$ cat src/rtl/seq_factorial.sv
// Multi-cycle n! unit: one WIDTH x WIDTH multiply per clock, start/ready/done handshake,
// sticky overflow and optional saturation of the result.
module seq_factorial #(
  parameter int WIDTH    = 6,
  parameter bit SATURATE = 1'b0
) (
  input  logic             clk,
  input  logic             rst,
  input  logic             start,
  input  logic [WIDTH-1:0] ain,
  output logic             ready,
  output logic             done,
  output logic [WIDTH-1:0] out,
  output logic             overflow
);

  typedef enum logic [1:0] {
    IDLE = 2'd0,
    CALC = 2'd1,
    FIN  = 2'd2
  } state_t;

  localparam logic [WIDTH-1:0] ONES = {WIDTH{1'b1}};
  localparam logic [WIDTH-1:0] ONE  = WIDTH'(1);
  localparam logic [WIDTH-1:0] TWO  = WIDTH'(2);

  state_t             state_q;
  logic [WIDTH-1:0]   n_q;
  logic [WIDTH-1:0]   acc_q;
  logic [WIDTH-1:0]   k_q;
  logic               ovf_q;
  logic               ready_q;
  logic               done_q;
  logic [WIDTH-1:0]   out_q;
  logic               overflow_q;

  logic [2*WIDTH-1:0] prod_d;
  logic [WIDTH-1:0]   acc_d;
  logic               ovf_d;

  // Any nonzero upper half means the true n! no longer fits, even if the low half wraps to 0.
  always_comb begin
    prod_d = {{WIDTH{1'b0}}, acc_q} * {{WIDTH{1'b0}}, k_q};
    acc_d  = prod_d[WIDTH-1:0];
    ovf_d  = ovf_q | (|prod_d[2*WIDTH-1:WIDTH]);
  end

  always_ff @(posedge clk) begin
    if (rst) begin
      state_q    <= IDLE;
      n_q        <= '0;
      acc_q      <= '0;
      k_q        <= '0;
      ovf_q      <= 1'b0;
      ready_q    <= 1'b1;
      done_q     <= 1'b0;
      out_q      <= '0;
      overflow_q <= 1'b0;
    end else begin
      done_q <= 1'b0;
      case (state_q)
        IDLE, FIN: begin
          ready_q <= 1'b1;
          if (start) begin
            n_q   <= ain;
            acc_q <= ONE;
            k_q   <= TWO;
            ovf_q <= 1'b0;
            if (ain <= ONE) begin
              state_q    <= FIN;
              done_q     <= 1'b1;
              out_q      <= ONE;
              overflow_q <= 1'b0;
            end else begin
              state_q <= CALC;
              ready_q <= 1'b0;
            end
          end else begin
            state_q <= IDLE;
          end
        end

        // Equality on k (not k > n) keeps n = 2^WIDTH-1 from needing a wider counter.
        CALC: begin
          acc_q <= acc_d;
          ovf_q <= ovf_d;
          if (k_q == n_q) begin
            state_q    <= FIN;
            ready_q    <= 1'b1;
            done_q     <= 1'b1;
            out_q      <= (SATURATE && ovf_d) ? ONES : acc_d;
            overflow_q <= ovf_d;
          end else begin
            k_q     <= k_q + ONE;
            ready_q <= 1'b0;
          end
        end

        default: begin
          state_q <= IDLE;
          ready_q <= 1'b1;
        end
      endcase
    end
  end

  assign ready    = ready_q;
  assign done     = done_q;
  assign out      = out_q;
  assign overflow = overflow_q;

endmodule

$ cat config.mk
export PLATFORM = sky130hd
export DESIGN_NAME = seq_factorial
export DESIGN_NICKNAME = d
export VERILOG_FILES = /design/src/rtl/seq_factorial.sv
export SDC_FILE = /design/constraint.sdc
export NUM_CORES = 1
export LEC_CHECK = 0
export CAP_MARGIN = 20
export CORE_UTILIZATION = 31
export DETAILED_ROUTE_END_ITERATION = 10
export DONT_BUFFER_PORTS = 1
export GPL_TIMING_DRIVEN = 0
export PLACE_DENSITY_LB_ADDON = 0.3
export SYNTH_ARGS = -nofsm -noshare
export SYNTH_HDL_FRONTEND = slang
export SYNTH_SLANG_ARGS = --single-unit
$ cat constraint.sdc
create_clock -name clk -period 3.85 [get_ports clk]
set_input_delay 0.5775 -clock clk [delete_from_list [all_inputs] [get_ports clk]]
set_output_delay 0.5775 -clock clk [all_outputs]
set_load 0.02 [all_outputs]
== Word level (Yosys, flattened, before mapping) ==
Index checks and enable logic that the tools add are counted.

* Register bits: 30
* Input port bits: 9
* Word-level logic and storage cells: 53

* Add/subtract/negate cells: 1
* Multipliers: 1
* Magnitude comparators: 1
* Equal/unequal tests: 7
* Muxes and demuxes: 25
* Bitwise gates (word level): 1
* Reductions and logical operators: 8

{| class="wikitable"
|+ Operators by type and width
! cell !! count
|-
| $mux 6 || 6
|-
| $pmux 6 s2 || 3
|-
| $mul 6x6->12 || 1
|-
| $mux 1 || 8
|-
| $ne 2x2->1 const B || 4
|-
| $pmux 1 s2 || 4
|-
| $add 6x1->6 const B || 1
|-
| $eq 6x6->1 || 1
|-
| $le 6x1->1 const B || 1
|-
| $mux 2 || 3
|-
| $reduce_or 6->1 || 1
|-
| $pmux 2 s2 || 1
|-
| $reduce_and 2->1 || 2
|-
| $reduce_and 4->1 || 1
|-
| $reduce_and 3->1 || 1
|-
| $eq 2x1->1 const B || 1
|-
| $eq 2x2->1 const B || 1
|-
| $logic_not 2->1 || 1
|-
| $reduce_bool 2->1 || 1
|-
| $reduce_or 2->1 || 1
|-
| $or 1x1->1 || 1
|}

== Logic depth before layout (Yosys ltp) ==
Gate-level depths: netlist (run 1).

* Depth after elaboration: 5
* Gate-level depth with buffers: 16

== Least setup slack after synthesis (run 1) ==
Ideal clock, no wire load.

* Kind: register to register
* From: reg k_q[2]
* To: reg overflow_q (netlist: overflow)
* Library setup time: 128 ps
* Arrival time: 3875 ps
* Required time: 3722 ps
* Setup slack: -152 ps
* Cell stages (with the launch flop): 15
* Path buffers: 2
* Clock period less this slack: 4002 ps
* Path through: dfxtp_1 -> clkbuf_1 -> nand2_1 -> fa_1 -> fa_1 -> fa_1 -> inv_1 -> ha_1 -> buf_6 -> a21o_1 -> a221oi_2 -> xnor2_1 -> or4_4 -> nor4_2 -> o31ai_1

* Word-level cells in the longest chain between the ends: 5

{| class="wikitable"
|+ RTL lines
! what !! RTL line !! RTL
|-
| from (decl) || 30 || <nowiki>logic [WIDTH-1:0] k_q;</nowiki>
|-
| from (signal assigned) || 94 || <nowiki>k_q <= k_q + ONE;</nowiki>
|-
| $mul 6x6->12 || 43 || <nowiki>prod_d = {{WIDTH{1'b0}}, acc_q} * {{WIDTH{1'b0}}, k_q};</nowiki>
|-
| $reduce_or 6->1 || 45 || <nowiki>ovf_d = ovf_q | (|prod_d[2*WIDTH-1:WIDTH]);</nowiki>
|-
| $or 1x1->1 || 45 ||
|-
| $mux 1 || 87 || <nowiki>if (k_q == n_q) begin</nowiki>
|-
| $pmux 1 s2 || 61 || <nowiki>case (state_q)</nowiki>
|-
| to (signal assigned) || 92 || <nowiki>overflow_q <= ovf_d;</nowiki>
|-
| to (decl) || 35 || <nowiki>logic overflow_q;</nowiki>
|}

Several ways; a longest one is shown, not always the timed one. The select of a mux whose other input is x is not followed.
A chain may end at the register's enable or synchronous reset.

== Worst setup path after layout (run 1) ==
* From: reg acc_q[2]
* To: reg overflow_q (netlist: overflow)

* Word-level cells in the longest chain between the ends: 5

{| class="wikitable"
|+ RTL lines
! what !! RTL line !! RTL
|-
| from (decl) || 29 || <nowiki>logic [WIDTH-1:0] acc_q;</nowiki>
|-
| from (signal assigned) || 52 || <nowiki>acc_q <= '0;</nowiki>
|-
| from (signal assigned) || 66 || <nowiki>acc_q <= ONE;</nowiki>
|-
| from (signal assigned) || 85 || <nowiki>acc_q <= acc_d;</nowiki>
|-
| $mul 6x6->12 || 43 ||
|-
| $reduce_or 6->1 || 45 ||
|-
| $or 1x1->1 || 45 ||
|-
| $mux 1 || 87 ||
|-
| $pmux 1 s2 || 61 ||
|}

Every way passes these cells. The select of a mux whose other input is x is not followed.

==> out/metrics.csv, run 1 <==
stage,metric,value,unit
status,status,"finished, violations left",
synth,ys.flop_type,dfxtp_1,
finish,fin_cells,402,
global_route,grt_max_degree,12,
synth,netlist.area_leader.share,0.258,
critical_path,critPathLaunchType,flop,
sta,skew,0.00698,ns
finish,antenna_cells,0,
global_route,grt_usage,0.146,
route,routed_wirelength,5180,um
min_path,hp-class,primary input to flop,
route,drt-initial-drc-count,81,
floorplanning,start_util,0.321,
global_route,grt-ovfl-total,0,
critical_path,worst_path_dominant_cell_family,adder cells,
placed_design,post-place-cells,377,
global_route,grt_pass1_wl,8850,um
critical_path,crit_top_cell,fa_1,
finish,most-common-layout-cells,"nand2_1, buf_4, inv_1, a21oi_1, dfxtp_1",
route,remaining_drc_errors,0,
synth,ys_ff_latch,30,
critical_path,required,4.01,ns
floorplanning,core-area,0.00725,mm^2
clock_network,cts_buffers,5,
placed_design,post-place-ws,-0.357,ns
clock_network,htreeDepth,2,
critical_path,critPathBufInv,4,
sta,drv_slew,0,
synth,yosysWarningCount,0,
power,vdd_drop_max,253,uV
critical_path,path_class,flop to flop,
synth,ys_types,41,
power,pwr_density_cell,237,mW/mm^2
synth,syn-num-nets,325,
critical_path,r2r-start,acc_q[2]$_SDFFE_PP0P_,
finish,utilization,0.400,
placed_design,postPlaceCellArea,0.00250,mm^2
clock_network,cts_tree,built,
sta,relSlewSlack,0.528,
sta,worst_pin_slew,0.703,ns
sta,hold_viol_final,0,
finish,postLayoutCellArea,0.00290,mm^2
route,routedWlPerCell,12.9,um
floorplanning,fp.dieW,88.7,um
synth,synth_area_per_cell,8.38,um^2
clock_network,clk_latency,0.28,ns
finish,nNetsFinal,349,
min_path,min_from,ain[4],
critical_path,path_max_fanout,7,
finish,layout_commonest_cell,nand2_1,
finish,drive_gt1_frac,0.244,
floorplanning,dieArea,0.00786,mm^2
synth,ys_top_cells_by_area,"dfxtp_1, fa_1, ha_1, nand2_1, and2_1",
clock_network,cts_max_path_buffers,2,
route,vias_per_cell,4.79,
synth,synth_edf_count,0,
sta,whs,0.430,ns
sta,setup_slack,-0.0546,ns
power,p_leak,1.23,nW
run,max-cap-violations,0,
critical_path,worstPathArrival,4.06,ns
route,drtAntennaViolNets,0,
global_route,antenna_found_initial,0,
finish,nFillCells,763,
power,total_power,0.689,mW
sta,setup_viol,2,
synth,synth_top_cell_by_area,dfxtp_1,
finish,area_growth,24.6,%
sta,fmax,256,MHz
synth,syn_inst,278,
sta,finalCritPeriodShare,1.01,
critical_path,cp_slowest_cell,fa_1,
global_route,grt_pass1_vias,1922,
floorplanning,num_io_pins,18,
critical_path,path_cells,nand2_1 -> fa_1 -> fa_1 -> fa_1 -> inv_1 -> ha_4 -> buf_4 -> buf_4 -> a211oi_1 -> o221ai_1 -> or4_4 -> nor4_4 -> buf_6 -> o31ai_4,
route,dr.pass1.iters,4,
critical_path,startpoint,acc_q[2]$_SDFFE_PP0P_,
clock_network,root_buffer,clkbuf_8,
sta,rsz0062_at_grt,yes,
route,vias,1925,
clock_network,clk_pin_slew,0.07,ns
placed_design,dp_hpwl,3780,um
synth,syn_area,0.00233,mm^2
floorplanning,rows,31,
critical_path,slowest_delay,0.51,ns
placed_design,port_buffers,0,
placed_design,place_congestion,0.728,
sta,fin_crit,3.90,ns
floorplanning,die_h,88.7,um
clock_network,cts_sinks,30,
synth,async_flop_share,0,
critical_path,end_kind,flop,
status,violations,negative setup slack,
critical_path,ff2ff_setup_slack,-0.05,ns
synth,synth_seq_area_share,0.258,
sta,final.setup.tns,-0.107,ns
-- per-layer routing --
layer,track usage,wire [um],vias up
met5,0,0,-
met4,0.0352,47,0
met3,0.0233,116,5
met2,0.243,2450,19
met1,0.199,2560,920
li1,-,-,981
-- synth_stat cells, types with 5 or more instances --
cell type,count
nand3_1,9
nand2_1,44
nor2_1,17
xnor2_1,11
dfxtp_1,30
nor3_1,5
and2_1,17
ha_1,21
a21oi_1,21
inv_1,24
clkbuf_1,10
fa_1,17
-- worst register-to-register path, stage by stage (launching register included) --
cell      delay [ns]
dfxtp_4         0.41
nand2_1         0.09
fa_1            0.49
fa_1            0.51
fa_1            0.49
inv_1           0.06
ha_4            0.26
buf_4           0.14
buf_4           0.13
a211oi_1        0.23
o221ai_1        0.15
or4_4           0.44
nor4_4          0.16
buf_6           0.17
o31ai_4         0.06
-- layout make-up --
class                           count  area [um^2]  area share
Multi-Input combinational cell    211         1750       0.603
Clock inverter                      2         12.5     0.00431
Buffer                              6         22.5     0.00777
Sequential cell                    30          633       0.218
Inverter                           24         90.1      0.0311
Tap cell                           99          124      0.0427
Timing Repair Buffer               24          188      0.0647
Clock buffer                        6         82.6      0.0285
-- logic make-up (layout without fill, tap and decap cells) --
family,Yosys count,after routing,share of synthesized area
muxes,1,1,0.00430
and+or+nand+nor,109,109,0.226
adders and majority gates,38,38,0.259
xor gates and xnor gates,12,12,0.0451
DFF,30,30,0.258
buffers and inverters,37,62,0.0629
AOI/OAI and AO/OA,51,51,0.145
-- registers in the layout, summed over array words and instances, names as in the netlist --
| signal | cells |
|---|---|
| acc_q | 6 |
| done | 1 |
| k_q | 6 |
| n_q | 6 |
| out | 6 |
| overflow | 1 |
| ovf_q | 1 |
| ready | 1 |
| state_q | 2 |
-- where the power goes --
part / switching [mW] / internal (mW) / leakage, nW / total, mW
Clock: 0.118 / 0.143 / 0.0472 / 0.261
Combinational: 0.0530 / 0.0362 / 0.927 / 0.0892
Sequential: 0.0177 / 0.321 / 0.252 / 0.338
-- final timing paths --
check	endpoint	depth (start not counted)
min	n_q[4]$_SDFFE_PP0P_	2
max reg2reg	overflow$_SDFFE_PP0P_	14
max	overflow$_SDFFE_PP0P_	14
min reg2reg	n_q[2]$_SDFFE_PP0P_	2
-- repair_timing --
action,CTS,global route
endpoints found under the setup margin,2,2
buffers inserted,13,11
hold buffers,0,0
resized for setup,26,32
pin swaps,16,27
(Power assumes the default switching activity.)
==> run 2: changes to the inputs <==
--- a/config.mk
+++ b/config.mk
@@ -9,8 +9,9 @@
 export CORE_UTILIZATION = 31
 export DETAILED_ROUTE_END_ITERATION = 10
 export DONT_BUFFER_PORTS = 1
-export GPL_TIMING_DRIVEN = 0
+export GPL_TIMING_DRIVEN = 1
 export PLACE_DENSITY_LB_ADDON = 0.3
 export SYNTH_ARGS = -nofsm -noshare
 export SYNTH_HDL_FRONTEND = slang
 export SYNTH_SLANG_ARGS = --single-unit
+export TNS_END_PERCENT = 1
==> out/metrics.csv, run 2 (synthesis gave the netlist of run 1 again) <==
stage,metric,value,unit
global_route,grt-ovfl-total,0,
power,p_leak,1.17,nW
route,drt-initial-drc-count,87,
finish,layout_commonest_cell,nand2_1,
power,pwr_density_cell,244,mW/mm^2
floorplanning,dieArea,0.00786,mm^2
route,vias_per_cell,4.79,
critical_path,end_kind,flop,
finish,antenna_cells,0,
power,clkPwrFrac,0.390,
floorplanning,die_h,88.7,um
sta,skew,0.00507,ns
route,dr.pass1.iters,4,
route,vias,1903,
sta,finalCritPeriodShare,0.966,
finish,postLayoutCellArea,0.00281,mm^2
sta,setup_viol,0,
clock_network,cts_max_path_buffers,2,
global_route,grt_pass1_wl,8770,um
sta,relSlewSlack,0.569,
sta,drv_slew,0,
finish,fin_cells,397,
clock_network,cts_sinks,30,
clock_network,clk_pin_slew,0.07,ns
clock_network,cts_buffers,5,
floorplanning,start_util,0.321,
clock_network,root_buffer,clkbuf_8,
global_route,grt_pass1_vias,1846,
clock_network,clk_latency,0.28,ns
placed_design,post-place-cells,385,
finish,regArea,626,um^2
finish,utilization,0.387,
floorplanning,num_io_pins,18,
finish,nFillCells,749,
finish,most-common-layout-cells,"nand2_1, buf_4, inv_1",
sta,fmax,269,MHz
finish,multiInputGateArea,0.00168,mm^2
critical_path,ff2ff_setup_slack,0.13,ns
floorplanning,rows,31,
min_path,hp-class,primary input to flop,
route,drtAntennaViolNets,0,
route,routed_wirelength,5120,um
critical_path,required,4.01,ns
sta,worst_pin_slew,0.645,ns
finish,area_growth,20.5,%
critical_path,critPathLaunchType,flop,
critical_path,path_max_fanout,5,
global_route,antenna_found_initial,0,
sta,rsz0062_at_grt,yes,
sta,fin_crit,3.72,ns
placed_design,place_congestion,0.783,
global_route,grt_usage,0.146,
finish,nNetsFinal,344,
sta,hold_viol_final,0,
power,p_int,0.497,mW
power,total_power,0.684,mW
floorplanning,fp.dieW,88.7,um
clock_network,cts_tree,built,
critical_path,path_class,flop to flop,
status,status,"complete, no violations",
placed_design,port_buffers,0,
placed_design,dp_hpwl,4050,um
power,vdd_drop_max,262,uV
run,max-cap-violations,0,
global_route,grt_max_degree,28,
critical_path,worstPathArrival,3.88,ns
route,remaining_drc_errors,0,
route,routedWlPerCell,12.9,um
clock_network,htreeDepth,2,
floorplanning,core-area,0.00725,mm^2
power,switchingPower,0.187,mW
finish,drive_gt1_frac,0.221,
placed_design,postPlaceCellArea,0.00257,mm^2
power,sw_frac_of_total,0.273,
power,comb_power_share,0.117,
power,seqPwrFrac,0.493,
==> run 2: cell count changes in the layout (fill, tap and decap cells not counted), sizes merged <==
cell | before | now
clkbuf | 10 | 6
buf | 26 | 25
==> run 2: path summary, 6_finish.rpt <==
| check | startpoint | end | depth (start not counted) |
|---|---|---|---|
| worst max-delay path | acc_q[3]$_SDFFE_PP0P_ | overflow$_SDFFE_PP0P_ | 13 |
| worst min-delay path | rst | acc_q[0]$_SDFFE_PP0P_ | 1 |
| worst max register to register | acc_q[3]$_SDFFE_PP0P_ | overflow$_SDFFE_PP0P_ | 13 |
| worst min register to register | n_q[0]$_SDFFE_PP0P_ | n_q[0]$_SDFFE_PP0P_ | 2 |
==> run 2: area by class of cell <==
type,instances,area share
clock buffers,6,0.0294
multi-input cells,211,0.600
inverters,24,0.0321
clock inverters,2,0.00446
well taps,99,0.0442
repair buffers,25,0.0669
flip-flops and latches,30,0.223
==> run 2: critical path, cell delays in order (launching register included) <==
cell	delay, ns
dfxtp_4	0.37
buf_4	0.11
nand2_2	0.05
fa_1	0.48
fa_1	0.50
fa_1	0.50
inv_2	0.05
ha_4	0.23
and3_4	0.17
a221oi_2	0.27
xnor2_1	0.09
or4_4	0.49
nor4_4	0.19
o31ai_1	0.09
==> run 2: what timing repair did <==
item | 4_1_cts | 5_1_grt
pin swaps | 14 | 9
cloned | 0 | 0
setup endpoints to repair | 2 | 2
resized for setup | 23 | 7
setup buffers | 4 | 0
hold buffers | 0 | 0
==> run 2: through the flow <==
step | setup slack, ns | setup TNS [ns] | hold WS (ns)
floorplan | 0.000790 | 0 | 0.449
global placement | -0.0144 | -0.0204 | 0.456
detailed placement | -0.0446 | -0.0724 | 0.457
CTS | 0.00341 | 0 | 0.346
global route | -0.0247 | -0.0436 | 0.338
finish | 0.131 | 0 | 0.352
==> run 2: metal layers <==
layer  GRT usage  part of all wire
met4      0.0367            0.0066
met5           0                 0
met3      0.0280             0.021
met1       0.198              0.50
met2       0.238              0.47
==> run 2: power by group through the flow <==
stage          logic, mW  clock network [mW]  registers, mW
3_3_place_gp      0.0768                   0          0.345
6_report          0.0798               0.267          0.337
2_1_floorplan     0.0621                   0          0.342
5_1_grt           0.0897               0.291          0.339
3_5_place_dp      0.0774                   0          0.346
4_1_cts           0.0803               0.273          0.337
